**src/rtl/if_stage_pkg.sv**
```systemverilog
// rtl/if_stage_pkg.sv - shared cpu definitions for the fetch stage
// Purpose: opcode constants, register codes, width defaults and the fetch
// state encoding shared by if_stage and its sub-module.
package if_stage_pkg;

  localparam int ADDR_W_DEF = 8;
  localparam int DATA_W_DEF = 16;
  localparam int OPCODE_W   = 5;

  // 5-bit opcodes held in instruction bits [15:11]
  localparam logic [OPCODE_W-1:0] OP_NOP   = 5'b00000;
  localparam logic [OPCODE_W-1:0] OP_HALT  = 5'b00001;
  localparam logic [OPCODE_W-1:0] OP_LOAD  = 5'b00010;
  localparam logic [OPCODE_W-1:0] OP_STORE = 5'b00011;
  localparam logic [OPCODE_W-1:0] OP_ADD   = 5'b00100;
  localparam logic [OPCODE_W-1:0] OP_ADDI  = 5'b00101;
  localparam logic [OPCODE_W-1:0] OP_SUB   = 5'b00110;
  localparam logic [OPCODE_W-1:0] OP_JUMP  = 5'b01000;
  localparam logic [OPCODE_W-1:0] OP_BZ    = 5'b01001;

  // General register codes
  localparam logic [2:0] GR0 = 3'd0;
  localparam logic [2:0] GR1 = 3'd1;
  localparam logic [2:0] GR2 = 3'd2;
  localparam logic [2:0] GR3 = 3'd3;
  localparam logic [2:0] GR4 = 3'd4;
  localparam logic [2:0] GR5 = 3'd5;
  localparam logic [2:0] GR6 = 3'd6;
  localparam logic [2:0] GR7 = 3'd7;

  typedef enum logic [1:0] {
    ST_IDLE = 2'd0,
    ST_RUN  = 2'd1,
    ST_HALT = 2'd2
  } fetch_state_t;

  function automatic logic is_halt(input logic [OPCODE_W-1:0] opcode);
    return opcode == OP_HALT;
  endfunction

endpackage

```
**src/rtl/if_stage_pc_reg.sv**
```systemverilog
// rtl/if_stage_pc_reg.sv - program counter with load/increment/hold
// Purpose: holds the fetch PC; load has priority over increment, otherwise hold.
// Ports:
//   i_clk, i_reset   clock, asynchronous active-high reset (PC -> 0)
//   i_load           load i_load_addr into PC
//   i_load_addr      redirect target
//   i_inc            increment PC modulo 2^ADDR_W
//   o_pc             current PC
module pc_reg #(
  parameter int ADDR_W = 8
) (
  input  logic              i_clk,
  input  logic              i_reset,
  input  logic              i_load,
  input  logic [ADDR_W-1:0] i_load_addr,
  input  logic              i_inc,
  output logic [ADDR_W-1:0] o_pc
);

  logic [ADDR_W-1:0] r_pc;
  logic [ADDR_W-1:0] w_pc_plus1;

  // Natural wrap at 2^ADDR_W
  assign w_pc_plus1 = r_pc + {{(ADDR_W-1){1'b0}}, 1'b1};

  always_ff @(posedge i_clk or posedge i_reset) begin
    if (i_reset) begin
      r_pc <= '0;
    end else if (i_load) begin
      r_pc <= i_load_addr;
    end else if (i_inc) begin
      r_pc <= w_pc_plus1;
    end
  end

  assign o_pc = r_pc;

endmodule

```
**src/rtl/if_stage.sv**
```systemverilog
// rtl/if_stage.sv - instruction fetch stage with IF/ID register and fetch FSM
// Purpose: fetches one instruction per cycle from external memory, handles
// stall, branch redirect/flush and HALT detection.
// Ports:
//   clk, reset       clock, asynchronous active-high reset
//   enable           start fetching (sampled in IDLE only)
//   stall            freeze PC and IF/ID
//   branch_flag      redirect PC to branch_addr and flush IF/ID
//   branch_addr      redirect target
//   i_addr           instruction memory address (= PC)
//   i_data           instruction word read combinationally at i_addr
//   id_ir, id_pc     IF/ID instruction and its PC+1
//   id_valid         IF/ID holds a real instruction
//   halted           fetch stopped on HALT
module if_stage
  import if_stage_pkg::*;
#(
  parameter int ADDR_W = ADDR_W_DEF,
  parameter int DATA_W = DATA_W_DEF
) (
  input  logic              clk,
  input  logic              reset,
  input  logic              enable,
  input  logic              stall,
  input  logic              branch_flag,
  input  logic [ADDR_W-1:0] branch_addr,
  output logic [ADDR_W-1:0] i_addr,
  input  logic [DATA_W-1:0] i_data,
  output logic [DATA_W-1:0] id_ir,
  output logic [ADDR_W-1:0] id_pc,
  output logic              id_valid,
  output logic              halted
);

  fetch_state_t r_state;
  fetch_state_t w_next_state;

  logic [DATA_W-1:0]   r_id_ir;
  logic [ADDR_W-1:0]   r_id_pc;
  logic                r_id_valid;

  logic [ADDR_W-1:0]   w_pc;
  logic [ADDR_W-1:0]   w_pc_plus1;
  logic [OPCODE_W-1:0] w_opcode;
  logic                w_pc_load;
  logic                w_pc_inc;
  logic                w_ifid_we;
  logic [DATA_W-1:0]   w_nxt_ir;
  logic [ADDR_W-1:0]   w_nxt_pc;
  logic                w_nxt_valid;

  pc_reg #(
    .ADDR_W (ADDR_W)
  ) u_pc_reg (
    .i_clk       (clk),
    .i_reset     (reset),
    .i_load      (w_pc_load),
    .i_load_addr (branch_addr),
    .i_inc       (w_pc_inc),
    .o_pc        (w_pc)
  );

  assign w_pc_plus1 = w_pc + {{(ADDR_W-1){1'b0}}, 1'b1};
  assign w_opcode   = i_data[DATA_W-1 -: OPCODE_W];

  always_ff @(posedge clk or posedge reset) begin
    if (reset) begin
      r_state <= ST_IDLE;
    end else begin
      r_state <= w_next_state;
    end
  end

  // IF/ID write data defaults to a NOP bubble; only an unstalled RUN fetch
  // without a redirect loads a real instruction.
  always_comb begin
    w_next_state = r_state;
    w_pc_load    = 1'b0;
    w_pc_inc     = 1'b0;
    w_ifid_we    = 1'b0;
    w_nxt_ir     = '0;
    w_nxt_pc     = '0;
    w_nxt_valid  = 1'b0;
    case (r_state)
      ST_IDLE: begin
        w_ifid_we = 1'b1;
        if (enable) begin
          w_next_state = ST_RUN;
        end
      end
      ST_RUN: begin
        if (branch_flag) begin
          // Redirect wins over both stall and a HALT on the wrong path
          w_pc_load = 1'b1;
          w_ifid_we = 1'b1;
        end else if (!stall) begin
          w_ifid_we   = 1'b1;
          w_nxt_ir    = i_data;
          w_nxt_pc    = w_pc_plus1;
          w_nxt_valid = 1'b1;
          if (is_halt(w_opcode)) begin
            w_next_state = ST_HALT;
          end else begin
            w_pc_inc = 1'b1;
          end
        end
      end
      ST_HALT: begin
        w_ifid_we = 1'b1;
      end
      default: begin
        w_next_state = ST_IDLE;
        w_ifid_we    = 1'b1;
      end
    endcase
  end

  always_ff @(posedge clk or posedge reset) begin
    if (reset) begin
      r_id_ir    <= '0;
      r_id_pc    <= '0;
      r_id_valid <= 1'b0;
    end else if (w_ifid_we) begin
      r_id_ir    <= w_nxt_ir;
      r_id_pc    <= w_nxt_pc;
      r_id_valid <= w_nxt_valid;
    end
  end

  assign i_addr   = w_pc;
  assign id_ir    = r_id_ir;
  assign id_pc    = r_id_pc;
  assign id_valid = r_id_valid;
  assign halted   = (r_state == ST_HALT);

endmodule
```
**config.mk**
```make
export PLATFORM = sky130hd
export DESIGN_NAME = if_stage
export DESIGN_NICKNAME = d
export VERILOG_FILES = /design/src/rtl/if_stage_pkg.sv /design/src/rtl/if_stage_pc_reg.sv /design/src/rtl/if_stage.sv
export SDC_FILE = /design/constraint.sdc
export NUM_CORES = 1
export LEC_CHECK = 0
export BUFFER_PORTS_ARGS = -buffer_cell sky130_fd_sc_hd__buf_2
export CAP_MARGIN = 5
export CORE_MARGIN = 8
export CORE_UTILIZATION = 43
export DETAILED_ROUTE_END_ITERATION = 6
export PLACE_DENSITY = 0.75
export SLEW_MARGIN = 20
export SYNTH_ARGS = -nofsm -noshare
export SYNTH_HDL_FRONTEND = slang
export SYNTH_SLANG_ARGS = --single-unit
```
**constraint.sdc**
```tcl
create_clock -name clk -period 1.4 [get_ports clk]
set_input_delay 0.28 -clock clk [delete_from_list [all_inputs] [get_ports clk]]
set_output_delay 0.28 -clock clk [all_outputs]
set_load 0.005 [all_outputs]
```
# == Word-level counts from Yosys, hierarchy flattened ==
# Index checks and enable logic that the tools add are counted.
# word_totals
register_bits,35
inputBits,29
out_inout_bits,34
wordCells,41
# classes
addsub,1
n_eq_ne,7
mux,24
bitwise_logic,1
n_reduce_logical,3
# op_table
operator,n
$mux W16,3
$mux W8,5
$mux W1,11
$add A8 B1 Y8 const B,1
$mux W2,4
$ne A2 B2 Y1 const B,4
$pmux W2 S3,1
$eq A5 B1 Y1 const B,1
$reduce_and A5 Y1,1
$eq A2 B1 Y1 const B,1
$eq A2 B2 Y1 const B,1
$logic_not A2 Y1,1
$reduce_bool A2 Y1,1
$not A1 Y1,1

# == Depth between registers and ports, before layout ==
# Gate-level depths: netlist of run 1.
# logic_depth
depth_word,7
depth_mapped,6
ltp_nobuf,5

# == Cells and area by module ==
# Synthesis of run 1 repeated with hierarchy kept, for this count alone.
# hier_totals
cells_unflattened,145
area_unflattened_um2,1569.0
# modules_own_cells
module,instances,cells_each,area_per_inst_um2,seq_area_each_um2
if_stage,1,95,1123.6,675.6
pc_reg,1,50,445.4,200.2

# == Worst setup path before layout of run 1 ==
# OpenSTA, ideal clock, no wires.
# synth_timing
kind,flip-flop to flip-flop
start,register r_state[1]
end,"register r_id_ir[10], in the netlist id_ir[10]"
setup_ns,0.066
t_arrival_ns,1.381
required_time_ns,1.334
setup_slack_ns,-0.047
path_stages_with_launch,6
n_path_buf,2
period_less_slack_ns,1.447
path_cell_list,dfrtp_1 -> nand2b_1 -> buf_2 -> nor3b_2 -> buf_2 -> a22o_1
# synth_between
elab_chain_len,2
elab_cells_between_ends,3
classes_between,1 x eq/ne; 2 x mux
# synth_rtl
item,line_no,source
from (decl),if_stage.sv:35,fetch_state_t r_state;
from (signal assigned),if_stage.sv:70,r_state <= w_next_state;
$eq A2 B1 Y1 *,if_stage.sv:84,case (r_state)
$mux W16 or $mux W1 (tied branches),if_stage.sv:84,
to (signal assigned),if_stage.sv:124,r_id_ir <= w_nxt_ir;
to (decl),if_stage.sv:38,logic [DATA_W-1:0] r_id_ir;
# Mark *: on every way between the ends. The rest lies on a longest branch, timed or not.
# A chain may end at the register's enable or synchronous reset.

# == Worst setup path after layout of run 1 ==
# layout_timing
start,register r_state[1]
end,"register r_id_ir[0], in the netlist id_ir[0]"
# The elaborated chain is that of the path after synthesis.

==> metrics.cfg, run 1 <==
[placed_design]
dpl_cell_area_um2=2170
finalWeightedCongestion=0.904
detailedPlace.worstSlack_ns=-0.132
place.port_buffers=62
hpwlAfterDp_um=3310

[pwr]
leakage_nw=1.25
share_of_total_power_in_sequential_cells_pct=47.4
switching_power_share_of_the_total_pct=28.3
total_switching_power_uw=702
power.internal_mw=1.78
share_clk_of_total_power_pct=29.6
p_per_area_nw_per_um2=1030
power.ir.vdd_worst_mv=0.567
share_comb_of_total_power_pct=23.0

[critical_path]
critical_register_to_register_path_startpoint=r_state[1]
worstPathRequired_ns=1.62
critPathMaxFanout=6
setup_crit_path_kind=reg -> reg
setup.worst_path.start=r_state[1]
worst_setup_path_start_kind=register
endpoint=id_ir[0]
rr_endpoint=id_ir[0]
crit_arrival_ns=1.66
reg2reg_depth=6
timing.critical_path.to_type=register
setup.reg_to_reg.worst_slack_ns=-0.03

[flow_run]
max-cap-violations=0

[clocking]
cts_htree_levels=2
max-clock-path-buffers=2
worst_skew_pair.late_latency_ns=0.28
buffer_cell_driving_the_clock_tree_root=sky130_fd_sc_hd__clkbuf_8
cts.reportedPaths.clkPinSlew_ns=0.07
cts_hold_buf=0
cts_inserted_buffers=5
tritoncts=done
cts_sinks=35

[yosys]
library_cell_with_the_highest_instance_count_after_synthesis=sky130_fd_sc_hd__dfrtp_1
synth_largest_type_area_fraction_pct=55.0
yosys_warnings=0
synthDistinctLibCells=35
yosys_register_bits=35
netlist_area_um2=1590
synth_nets=171
synthesis.instances=141
postSynthAreaPerCell_um2=11.3
synth_async_sr_flop_share_pct=100
postSynth.topFlopCell=sky130_fd_sc_hd__dfrtp_1
portion_of_the_post_synthesis_area_used_by_sequential_elements_pct=55.0
synth.top_cells.by_area=sky130_fd_sc_hd__dfrtp_1, sky130_fd_sc_hd__a22o_1, sky130_fd_sc_hd__nand2_1, sky130_fd_sc_hd__xnor2_1, sky130_fd_sc_hd__o21ai_0
synth.top_cells.by_count=sky130_fd_sc_hd__dfrtp_1, sky130_fd_sc_hd__a22o_1, sky130_fd_sc_hd__nand2_1, sky130_fd_sc_hd__nor2_1, sky130_fd_sc_hd__o21ai_0
synth_enable_flop_cells=0
yosysTopAreaCell=sky130_fd_sc_hd__dfrtp_1

[floorplan]
die_h_um=76.9
die_w_um=76.9
ioPinCount=63
placeableCoreArea_um2=3610
die_area_um2=5910
initial_utilization_pct=44.2
placement_rows=22

[finish]
n_fill_cell=284
layout-area-overhead-vs-synth_pct=51.5
insertedDiodeCount=0
utilization_pct=66.9
multi_input_gate_area_um2=734
layout-drive-gt1-share_pct=54.0
final_nets=267
seqCellArea_um2=878
layout.cell_area.non_filler_um2=2410

[sta]
finalCritPeriodShare_pct=102
worst_clock_skew_ns=0.00622
period_minus_slack_ns=1.43
hold_slack_ns=0.108
finalMaxSlewViolations=0
slew_headroom_pct=70.0
finalSetupViolations=10
transition_time_of_the_tightest_slew_check_pin_ns=0.447
postLayoutSetupSlackWorst_ns=-0.0350
timing_hold_violations_final=0
max_clock_freq_mhz=697
rsz0062_at_grt=true

[drt]
dr.first_iter.drc_count=75
routed-via-count=1500
drc=0
drt.antenna.violating_nets=0
avgViaCountPerCell=5.26
detail_route.wirelength_um=4740
number_of_detailed_route_iterations_in_the_first_pass=4
drt-wirelength-per-cell_um=16.6

[grt]
grt_pass1_wl_um=7620
grt_pass1_vias=1587
grt_util_all_layers_pct=15.9
grt_start_max_net_pins=36
globalRoute.totalOverflow=0
antenna_found_initial=0

[run_status]
outcome=complete, but fails checks
failed_checks=negative setup slack

[hold_path]
hp-class=in -> async

worst max-delay path: stages, from the launching register on:
cell	delay, ns
sky130_fd_sc_hd__dfrtp_1	0.41
sky130_fd_sc_hd__nand2b_4	0.19
sky130_fd_sc_hd__buf_6	0.13
sky130_fd_sc_hd__nor3b_4	0.22
sky130_fd_sc_hd__buf_6	0.16
sky130_fd_sc_hd__clkbuf_16	0.14
sky130_fd_sc_hd__a22o_1	0.13
through the flow:
stage	TNS (ns)	power (mW)	std cells
2_1_floorplan	-0.0960	1.42	141
3_3_place_gp	-0.467	1.68	273
3_5_place_dp	-1.92	1.70	273
4_1_cts	-0.000964	2.44	282
5_1_grt	-1.04	2.62	285
6_report	-0.166	2.48	285
metal layers:
metal | up-vias | global-route usage [%] | routed length (um)
met5 | - | 0 | 0
met4 | 0 | 9.81 | 93
met1 | 737 | 18.0 | 1880
met2 | 44 | 26.1 | 2560
li1 | 712 | - | -
met3 | 7 | 3.96 | 213
how the worst min path moves through the flow:
stage	from	to	slack, ns	depth (start not counted)
after floorplan	branch_addr[5]	u_pc_reg.o_pc[5]	0.40	2
after global placement	reset	id_valid	0.40	3
after global routing	reset	u_pc_reg.o_pc[2]	0.14	3
after CTS	reset	u_pc_reg.o_pc[0]	0.13	3
final	reset	u_pc_reg.o_pc[1]	0.11	3
after detailed placement	reset	id_ir[7]	0.43	3
layout by cell type, fill, tap and decap left out, types with 3 or more instances in the layout:
cell                       synthesis  routed
sky130_fd_sc_hd__nor2_1            8       7
sky130_fd_sc_hd__o21ai_1           1       5
sky130_fd_sc_hd__buf_4             0      27
sky130_fd_sc_hd__o21ai_2           0       3
sky130_fd_sc_hd__buf_2             5      62
sky130_fd_sc_hd__a211oi_1          3       3
sky130_fd_sc_hd__nand2_2           0       4
sky130_fd_sc_hd__clkbuf_8          0       6
sky130_fd_sc_hd__nand2_1          14       8
sky130_fd_sc_hd__xnor2_1           5       4
sky130_fd_sc_hd__dfrtp_1          35      33
sky130_fd_sc_hd__a22o_1           17      17
sky130_fd_sc_hd__nor3_1            4       4
sky130_fd_sc_hd__buf_6             2       4
sky130_fd_sc_hd__inv_1             6       6
power by group through the flow:
stage / Clock [mW] / Sequential (mW) / Combinational, mW
after detailed placement: 0 / 1.18 / 0.515
after global placement: 0 / 1.18 / 0.506
final: 0.736 / 1.18 / 0.570
after CTS: 0.747 / 1.16 / 0.533
after floorplan: 0 / 1.19 / 0.228
after global routing: 0.803 / 1.19 / 0.625
final cells by class:
class,instances,area share [%]
Clock buffer,6,3.42
Timing Repair Buffer,96,26.1
Tap cell,48,2.49
Sequential cell,35,36.4
Multi-Input combinational cell,93,30.4
Clock inverter,1,0.207
Inverter,6,0.933
flip-flops by register name (all words and copies together) (netlist names):
name,count
id_ir,16
id_pc,8
id_valid,1
u_pc_reg.o_pc,8
r_state,2
what timing repair did:
| item | CTS | global route |
|---|---|---|
| hold endpoints to repair | 0 | 0 |
| buffers inserted | 1 | 3 |
| gates resized for setup | 3 | 31 |
| endpoints found under the setup margin | 32 | 33 |
| cloned | 1 | 1 |
| pin swaps | 5 | 15 |
cell families (layout without fill, tap and decap cells):
family          after synthesis  after routing  synth area share, %
simple gates                 41             41                 14.3
buf+inv                      13            109                 4.40
fa+ha+maj                     1              1                0.785
xor+xnor                      6              6                 3.30
compound gates               45             45                 22.2
flops                        35             35                 55.0
Note: power is estimated with default switching activity, not from simulation.
==> inputs of run 2 (changes only) <==
--- a/config.mk
+++ b/config.mk
@@ -14,4 +14,5 @@
 export SLEW_MARGIN = 20
 export SYNTH_ARGS = -nofsm -noshare
 export SYNTH_HDL_FRONTEND = slang
+export SYNTH_HIERARCHICAL = 1
 export SYNTH_SLANG_ARGS = --single-unit
==> run 2 against run 1 <==
Against the previous run:
- sequential cell count is the same
- largest power group unchanged
- global-route usage shrank 1.2 points
- largest cell class unchanged
- the run still ends with negative setup slack left
- critical path depth shrank 1
- area after synthesis shrank 1.5%
==> metrics.cfg, run 2 <==
[run_status]
outcome=complete, but fails checks  ; unchanged
failed_checks=negative setup slack  ; unchanged

[critical_path]
setup.worst_path.start=r_state[1]  ; unchanged
critPathMaxFanout=4  ; was 6
setup_crit_path_kind=reg -> reg  ; unchanged
worst_setup_path_start_kind=register  ; unchanged
setup.reg_to_reg.worst_slack_ns=-0.30  ; was -0.03 ns
crit_arrival_ns=1.98  ; was 1.66 ns
critical_register_to_register_path_startpoint=r_state[1]  ; unchanged
timing.critical_path.to_type=register  ; unchanged
worstPathRequired_ns=1.67  ; was 1.62 ns

[yosys]
netlist_area_um2=1570  ; was 1590 um^2
synth.top_cells.by_count=sky130_fd_sc_hd__dfrtp_1, sky130_fd_sc_hd__nand2_1, sky130_fd_sc_hd__a22o_1, sky130_fd_sc_hd__nand3_1, sky130_fd_sc_hd__o21ai_0  ; was sky130_fd_sc_hd__dfrtp_1, sky130_fd_sc_hd__a22o_1, sky130_fd_sc_hd__nand2_1, sky130_fd_sc_hd__nor2_1, sky130_fd_sc_hd__o21ai_0
synthesis.instances=145  ; was 141
synthDistinctLibCells=29  ; was 35
portion_of_the_post_synthesis_area_used_by_sequential_elements_pct=55.8  ; was 55.0%
synth_nets=176  ; was 171
synth.top_cells.by_area=sky130_fd_sc_hd__dfrtp_1, sky130_fd_sc_hd__a22o_1, sky130_fd_sc_hd__nand2_1, sky130_fd_sc_hd__nand3_1, sky130_fd_sc_hd__o21ai_0  ; was sky130_fd_sc_hd__dfrtp_1, sky130_fd_sc_hd__a22o_1, sky130_fd_sc_hd__nand2_1, sky130_fd_sc_hd__xnor2_1, sky130_fd_sc_hd__o21ai_0
postSynthAreaPerCell_um2=10.8  ; was 11.3 um^2
yosysTopAreaCell=sky130_fd_sc_hd__dfrtp_1  ; unchanged
yosys_register_bits=35  ; unchanged
postSynth.topFlopCell=sky130_fd_sc_hd__dfrtp_1  ; unchanged
yosys_warnings=6  ; was 0
synth_largest_type_area_fraction_pct=55.8  ; was 55.0%
library_cell_with_the_highest_instance_count_after_synthesis=sky130_fd_sc_hd__dfrtp_1  ; unchanged
synth_async_sr_flop_share_pct=100  ; unchanged
synth_enable_flop_cells=0  ; unchanged

[drt]
drt.antenna.violating_nets=0  ; unchanged
avgViaCountPerCell=5.36  ; was 5.26
dr.first_iter.drc_count=67  ; was 75
detail_route.wirelength_um=4130  ; was 4740 um
drt-wirelength-per-cell_um=14.5  ; was 16.6 um
number_of_detailed_route_iterations_in_the_first_pass=4  ; unchanged
routed-via-count=1522  ; was 1500
drc=0  ; unchanged

[clocking]
max-clock-path-buffers=2  ; unchanged
cts_htree_levels=2  ; unchanged
worst_skew_pair.late_latency_ns=0.33  ; was 0.28 ns
cts.reportedPaths.clkPinSlew_ns=0.11  ; was 0.07 ns
cts_inserted_buffers=5  ; unchanged
buffer_cell_driving_the_clock_tree_root=sky130_fd_sc_hd__clkbuf_4  ; was sky130_fd_sc_hd__clkbuf_8
cts_sinks=35  ; unchanged
tritoncts=done  ; unchanged

[placed_design]
place.port_buffers=62  ; unchanged
placed_cells_incl_taps=270  ; was 273
hpwlAfterDp_um=3170  ; was 3310 um
finalWeightedCongestion=0.826  ; was 0.904

[floorplan]
die_w_um=76.4  ; was 76.9 um
initial_utilization_pct=43.8  ; was 44.2%
ioPinCount=63  ; unchanged
placement_rows=22  ; unchanged
placeableCoreArea_um2=3580  ; was 3610 um^2
die_area_um2=5840  ; was 5910 um^2
die_h_um=76.4  ; was 76.9 um

[sta]
finalMaxSlewViolations=0  ; unchanged
finalCritPeriodShare_pct=122  ; was 102%
postLayoutSetupSlackWorst_ns=-0.303  ; was -0.0350 ns
transition_time_of_the_tightest_slew_check_pin_ns=0.329  ; was 0.447 ns
period_minus_slack_ns=1.70  ; was 1.43 ns
max_clock_freq_mhz=587  ; was 697 MHz
timing_hold_violations_final=0  ; unchanged
rsz0062_at_grt=true  ; unchanged
hold_slack_ns=0.152  ; was 0.108 ns
slew_headroom_pct=78.1  ; was 70.0%
finalSetupViolations=13  ; was 10
worst_clock_skew_ns=0.00903  ; was 0.00622 ns

[pwr]
p_per_area_nw_per_um2=996  ; was 1030 nW/um^2
leakage_nw=1.21  ; was 1.25 nW
power.ir.vdd_worst_mv=0.592  ; was 0.567 mV

[grt]
grt_busiest_layer=met2  ; unchanged
grt_pass1_vias=1573  ; was 1587
grt_use_met2_pct=23.1  ; was 26.1%
groute.layer.met3.usage_pct=7.55  ; was 3.96%
globalRoute.totalOverflow=0  ; unchanged
gr-usage-met1_pct=16.5  ; was 18.0%
grt_start_max_net_pins=28  ; was 36
grt_pass1_wl_um=7170  ; was 7620 um
grt_util_all_layers_pct=14.6  ; was 15.9%
antenna_found_initial=0  ; unchanged

[flow_run]
max-cap-violations=0  ; unchanged

[finish]
layout-drive-gt1-share_pct=47.5  ; was 54.0%
layout.cells.most_common_list=sky130_fd_sc_hd__buf_2, sky130_fd_sc_hd__dfrtp_1, sky130_fd_sc_hd__buf_4, sky130_fd_sc_hd__nand2_1, sky130_fd_sc_hd__a22o_1  ; was sky130_fd_sc_hd__buf_2, sky130_fd_sc_hd__dfrtp_1, sky130_fd_sc_hd__buf_4, sky130_fd_sc_hd__a22o_1, sky130_fd_sc_hd__nand2_1
layout-area-overhead-vs-synth_pct=45.8  ; was 51.5%
final_nets=266  ; was 267
layout_commonest_cell=sky130_fd_sc_hd__buf_2  ; unchanged
largest_reg_flops=16  ; unchanged
insertedDiodeCount=0  ; unchanged
final-instance-count-excl-fill=284  ; was 285

[hold_path]
holdCritStartpoint=branch_addr[1]
hp-class=in -> reg  ; was in -> async

==> run 2: critical path: stages, from the launching register on <==
cell	delay, ns
sky130_fd_sc_hd__dfrtp_1	0.39
sky130_fd_sc_hd__or4b_4	0.52
sky130_fd_sc_hd__nor2_4	0.13
sky130_fd_sc_hd__nand4_1	0.10
sky130_fd_sc_hd__or4_1	0.41
sky130_fd_sc_hd__nand3_1	0.09
==> run 2: timing repair <==
| item | in CTS | in global routing |
|---|---|---|
| endpoints found under the setup margin | 14 | 33 |
| resized for setup | 10 | 9 |
| hold endpoints to repair | 35 | 0 |
| cloned | 0 | 0 |
| buffers inserted | 4 | 2 |
| pin swaps | 3 | 3 |
| hold buffers | 1 | 0 |
==> run 2: path summary, 6_finish.rpt <==
path,end,cells past startpoint
min in group asynchronous,u_pc_reg/o_pc[1],3
worst min-delay path,u_pc_reg/o_pc[1],3
worst max-delay path,u_pc_reg/o_pc[7],5
worst min register to register,id_valid,2
max in group asynchronous,id_pc[2],4
worst max register to register,u_pc_reg/o_pc[7],5
==> run 2: final cells by class <==
class | count | area [um^2]
Clock buffer | 7 | 65.1
Clock inverter | 1 | 7.51
Fill cell | 321 | 1290
Inverter | 2 | 7.51
Multi-Input combinational cell | 99 | 693
Sequential cell | 35 | 878
Tap cell | 48 | 60.1
Timing Repair Buffer | 92 | 576
==> run 2: routing by layer <==
metal | vias up | share of wire [%]
met1 | 732 | 43
li1 | 717 | -
met3 | 8 | 11
met5 | - | 0
met2 | 65 | 44
met4 | 0 | 1.7
==> run 2: stage by stage <==
stage | setup slack [ns] | area [um^2] | utilization (%) | total power, mW | TNS [ns]
final | -0.303 | 2290 | 63.9 | 2.28 | -2.64
after global routing | -0.414 | 2290 | 63.9 | 2.42 | -3.67
after CTS | -0.313 | 2250 | 62.9 | 2.28 | -2.75
after detailed placement | -0.478 | 2100 | 58.7 | 1.64 | -4.24
after global placement | -0.492 | 2100 | 58.7 | 1.62 | -4.25
after floorplan | -0.478 | 1580 | - | 1.38 | -3.05
==> run 2: power by group <==
| group | leakage, nW | switching, mW | internal (mW) |
|---|---|---|---|
| sequential | 0.452 | 0.0863 | 1.09 |
| combinational | 0.716 | 0.219 | 0.264 |
| clock | 0.0375 | 0.324 | 0.293 |
==> run 2: cell families after synthesis <==
group                      count (synthesis)  share of synthesized area [%]
AOI/OAI and AO/OA                         34                           15.8
xor gates and xnor gates                   7                           3.91
adders and majority gates                  2                           1.59
buffers and inverters                     11                           2.79
DFF                                       35                           55.8
muxes                                      1                          0.638
and+or+nand+nor                           55                           19.5
==> inputs of run 3 (changes only) <==
--- a/config.mk
+++ b/config.mk
@@ -8,9 +8,9 @@
 export BUFFER_PORTS_ARGS = -buffer_cell sky130_fd_sc_hd__buf_2
 export CAP_MARGIN = 5
 export CORE_MARGIN = 8
-export CORE_UTILIZATION = 43
+export CORE_UTILIZATION = 51
 export DETAILED_ROUTE_END_ITERATION = 6
-export PLACE_DENSITY = 0.75
+export PLACE_DENSITY = 0.84
 export SLEW_MARGIN = 20
 export SYNTH_ARGS = -nofsm -noshare
 export SYNTH_HDL_FRONTEND = slang
==> constraint.sdc (replaced) <==
create_clock -name clk -period 2.16 [get_ports clk]
set_input_delay 0.432 -clock clk [delete_from_list [all_inputs] [get_ports clk]]
set_output_delay 0.432 -clock clk [all_outputs]
set_load 0.005 [all_outputs]
==> run 3 against run 2 <==
Against the previous run:
- the flow now finishes without violations
- highest routed layer unchanged
- non-clock buffer count decreased by 24
- worst setup slack improved by 0.37 ns
- final cell count decreased by 14%
- clock power decreased by 24%
- power decreased by 36%
- sequential share of layout area increased by 5.0 points
- via count decreased by 8.3%
- maximum frequency decreased by 19%
- routed wire length decreased by 6.3%
- die area decreased by 13%
- largest power group unchanged
- utilization increased by 3.8 points
==> metrics.cfg, run 3 (synthesis gave the netlist of run 2 again) <==
[sta]
period_minus_slack_ns=2.09  ; was 1.70 ns
setup_tns_after_final_layout_ns=0  ; was -2.64 ns
finalMaxSlewViolations=0  ; unchanged
transition_time_of_the_tightest_slew_check_pin_ns=0.482  ; was 0.329 ns
slew_headroom_pct=67.9  ; was 78.1%
finalCritPeriodShare_pct=96.7  ; was 122%
finalSetupViolations=0  ; was 13
rsz0062_at_grt=false  ; was true
max_clock_freq_mhz=479  ; was 587 MHz
worst_clock_skew_ns=0.00662  ; was 0.00903 ns
timing_hold_violations_final=0  ; unchanged

[clocking]
cts_sinks=35  ; unchanged
cts_inserted_buffers=5  ; unchanged
cts.reportedPaths.clkPinSlew_ns=0.11  ; about the same
tritoncts=done  ; unchanged
worst_skew_pair.late_latency_ns=0.33  ; about the same
post_cts.resized_instances=0  ; was 10
cts_hold_buf=0  ; was 1
buffer_cell_driving_the_clock_tree_root=sky130_fd_sc_hd__clkbuf_4  ; unchanged
cts_htree_levels=2  ; unchanged
cts_setup_buffers=0  ; was 4
max-clock-path-buffers=2  ; unchanged

[placed_design]
place.port_buffers=62  ; unchanged
finalWeightedCongestion=0.795  ; was 0.826
hpwlAfterDp_um=2880  ; was 3170 um
dpl_cell_area_um2=1940  ; was 2100 um^2

[drt]
drc=0  ; unchanged
drt-wirelength-per-cell_um=15.8  ; was 14.5 um
routed-via-count=1395  ; was 1522
dr.first_iter.drc_count=81  ; was 67
drt.antenna.violating_nets=0  ; unchanged
detail_route.wirelength_um=3870  ; was 4130 um
number_of_detailed_route_iterations_in_the_first_pass=4  ; unchanged
avgViaCountPerCell=5.69  ; was 5.36

[run_status]
outcome=completed  ; was complete, but fails checks

[critical_path]
setup_crit_path_kind=reg -> reg  ; unchanged
worst_setup_path_start_kind=register  ; unchanged
worstPathCellList=or4b_1 > nor2_1 > nand4_1 > or4_1 > nand3_1  ; was or4b_4 > nor2_4 > nand4_1 > or4_1 > nand3_1
timing.critical_path.to_type=register  ; unchanged
critical_path.slowest_cell=sky130_fd_sc_hd__or4b_1  ; was sky130_fd_sc_hd__or4b_4
critPathMaxStageDelay_ns=0.56  ; was 0.52 ns
critPathMaxFanout=6  ; was 4
worstPathRequired_ns=2.44  ; was 1.67 ns
crit_arrival_ns=2.37  ; was 1.98 ns

[floorplan]
die_h_um=71.5  ; was 76.4 um
placeableCoreArea_um2=2980  ; was 3580 um^2
placement_rows=20  ; was 22
ioPinCount=63  ; unchanged
die_w_um=71.5  ; was 76.4 um
initial_utilization_pct=52.7  ; was 43.8%
die_area_um2=5110  ; was 5840 um^2

[grt]
grt_util_all_layers_pct=15.7  ; was 14.6%
grt_start_max_net_pins=28  ; unchanged
grt_pass1_vias=1456  ; was 1573
antenna_found_initial=0  ; unchanged
globalRoute.totalOverflow=0  ; unchanged
grt_pass1_wl_um=6420  ; was 7170 um

[finish]
n_fill_cell=246  ; was 321
layout.cells.most_common_list=sky130_fd_sc_hd__buf_2, sky130_fd_sc_hd__dfrtp_1, sky130_fd_sc_hd__nand2_1, sky130_fd_sc_hd__a22o_1, sky130_fd_sc_hd__nand3_1  ; was sky130_fd_sc_hd__buf_2, sky130_fd_sc_hd__dfrtp_1, sky130_fd_sc_hd__buf_4, sky130_fd_sc_hd__nand2_1, sky130_fd_sc_hd__a22o_1
final_nets=242  ; was 266
layout_commonest_cell=sky130_fd_sc_hd__buf_2  ; unchanged
layout-drive-gt1-share_pct=38.2  ; was 47.5%
layout-area-overhead-vs-synth_pct=28.5  ; was 45.8%
layout.cell_area.non_filler_um2=2020  ; was 2290 um^2
largest_reg_flops=16  ; unchanged
insertedDiodeCount=0  ; unchanged
seqCellArea_um2=876  ; was 878 um^2
multi_input_gate_area_um2=656  ; was 693 um^2

[pwr]
power.ir.vdd_worst_mv=0.410  ; was 0.592 mV
p_per_area_nw_per_um2=728  ; was 996 nW/um^2
leakage_nw=1.06  ; was 1.21 nW

[hold_path]
hp-class=in -> async  ; was in -> reg

[flow_run]
max-cap-violations=0  ; unchanged

[run 3: changes by cell type in the layout (fill, tap and decap cells not counted), sizes merged]
cell / before / now
bufinv: 0 / 1
clkinvlp: 1 / 0
dlygate4sd3: 1 / 0
clkinv: 0 / 2
clkbuf: 7 / 5
buf: 91 / 68
[run 3: layout make-up]
class	instances	area share, %
Inverter	2	0.372
Tap cell	33	2.05
Clock buffer	5	1.86
Clock inverter	3	2.17
Multi-Input combinational cell	99	32.5
Timing Repair Buffer	68	17.6
Sequential cell	35	43.4
[run 3: final timing paths]
path	startpoint	end	slack, ns	cells past startpoint
setup / recovery	r_state[1]	u_pc_reg/o_pc[7]	0.07	5
max in group asynchronous	reset	id_pc[0]	1.76	3
min in group clk	branch_addr[0]	u_pc_reg/o_pc[0]	0.31	3
setup reg to reg	r_state[1]	u_pc_reg/o_pc[7]	0.07	5
hold reg to reg	id_pc[4]	id_pc[4]	0.48	2
hold / removal	reset	u_pc_reg/o_pc[0]	0.03	2
[run 3: worst max-delay path, delay by kind of cell (launching register included)]
kind | cells | cell delay [ns]
DFF | 1 | 0.45
and+or+nand+nor | 5 | 1.59
[run 3: metal layers]
layer | vias up | global-route usage, % | wire, um
li1 | 669 | - | -
met1 | 653 | 17.9 | 1650
met2 | 71 | 24.7 | 1730
met3 | 2 | 6.56 | 473
met4 | 0 | 7.71 | 13
met5 | - | 0 | 0
[run 3: power by group]
part	switching [mW]	internal [mW]	total, mW
Sequential	0.0654	0.706	0.771
Clock	0.224	0.244	0.467
Combinational	0.115	0.114	0.229
Total	0.404	1.06	1.47
[run 3: per-stage QoR]
step / util, % / instances / hold slack [ns] / setup WS (ns) / total power [mW]
after floorplan: - / 145 / 0.248 / 0.197 / 0.890
after global placement: 65.0 / 237 / 0.404 / 0.0666 / 1.00
after detailed placement: 65.0 / 237 / 0.405 / 0.0147 / 1.01
after CTS: 67.7 / 245 / 0.0318 / 0.106 / 1.48
after global routing: 67.7 / 245 / 0.0472 / 0.00704 / 1.54
final: 67.7 / 245 / 0.0343 / 0.0704 / 1.47
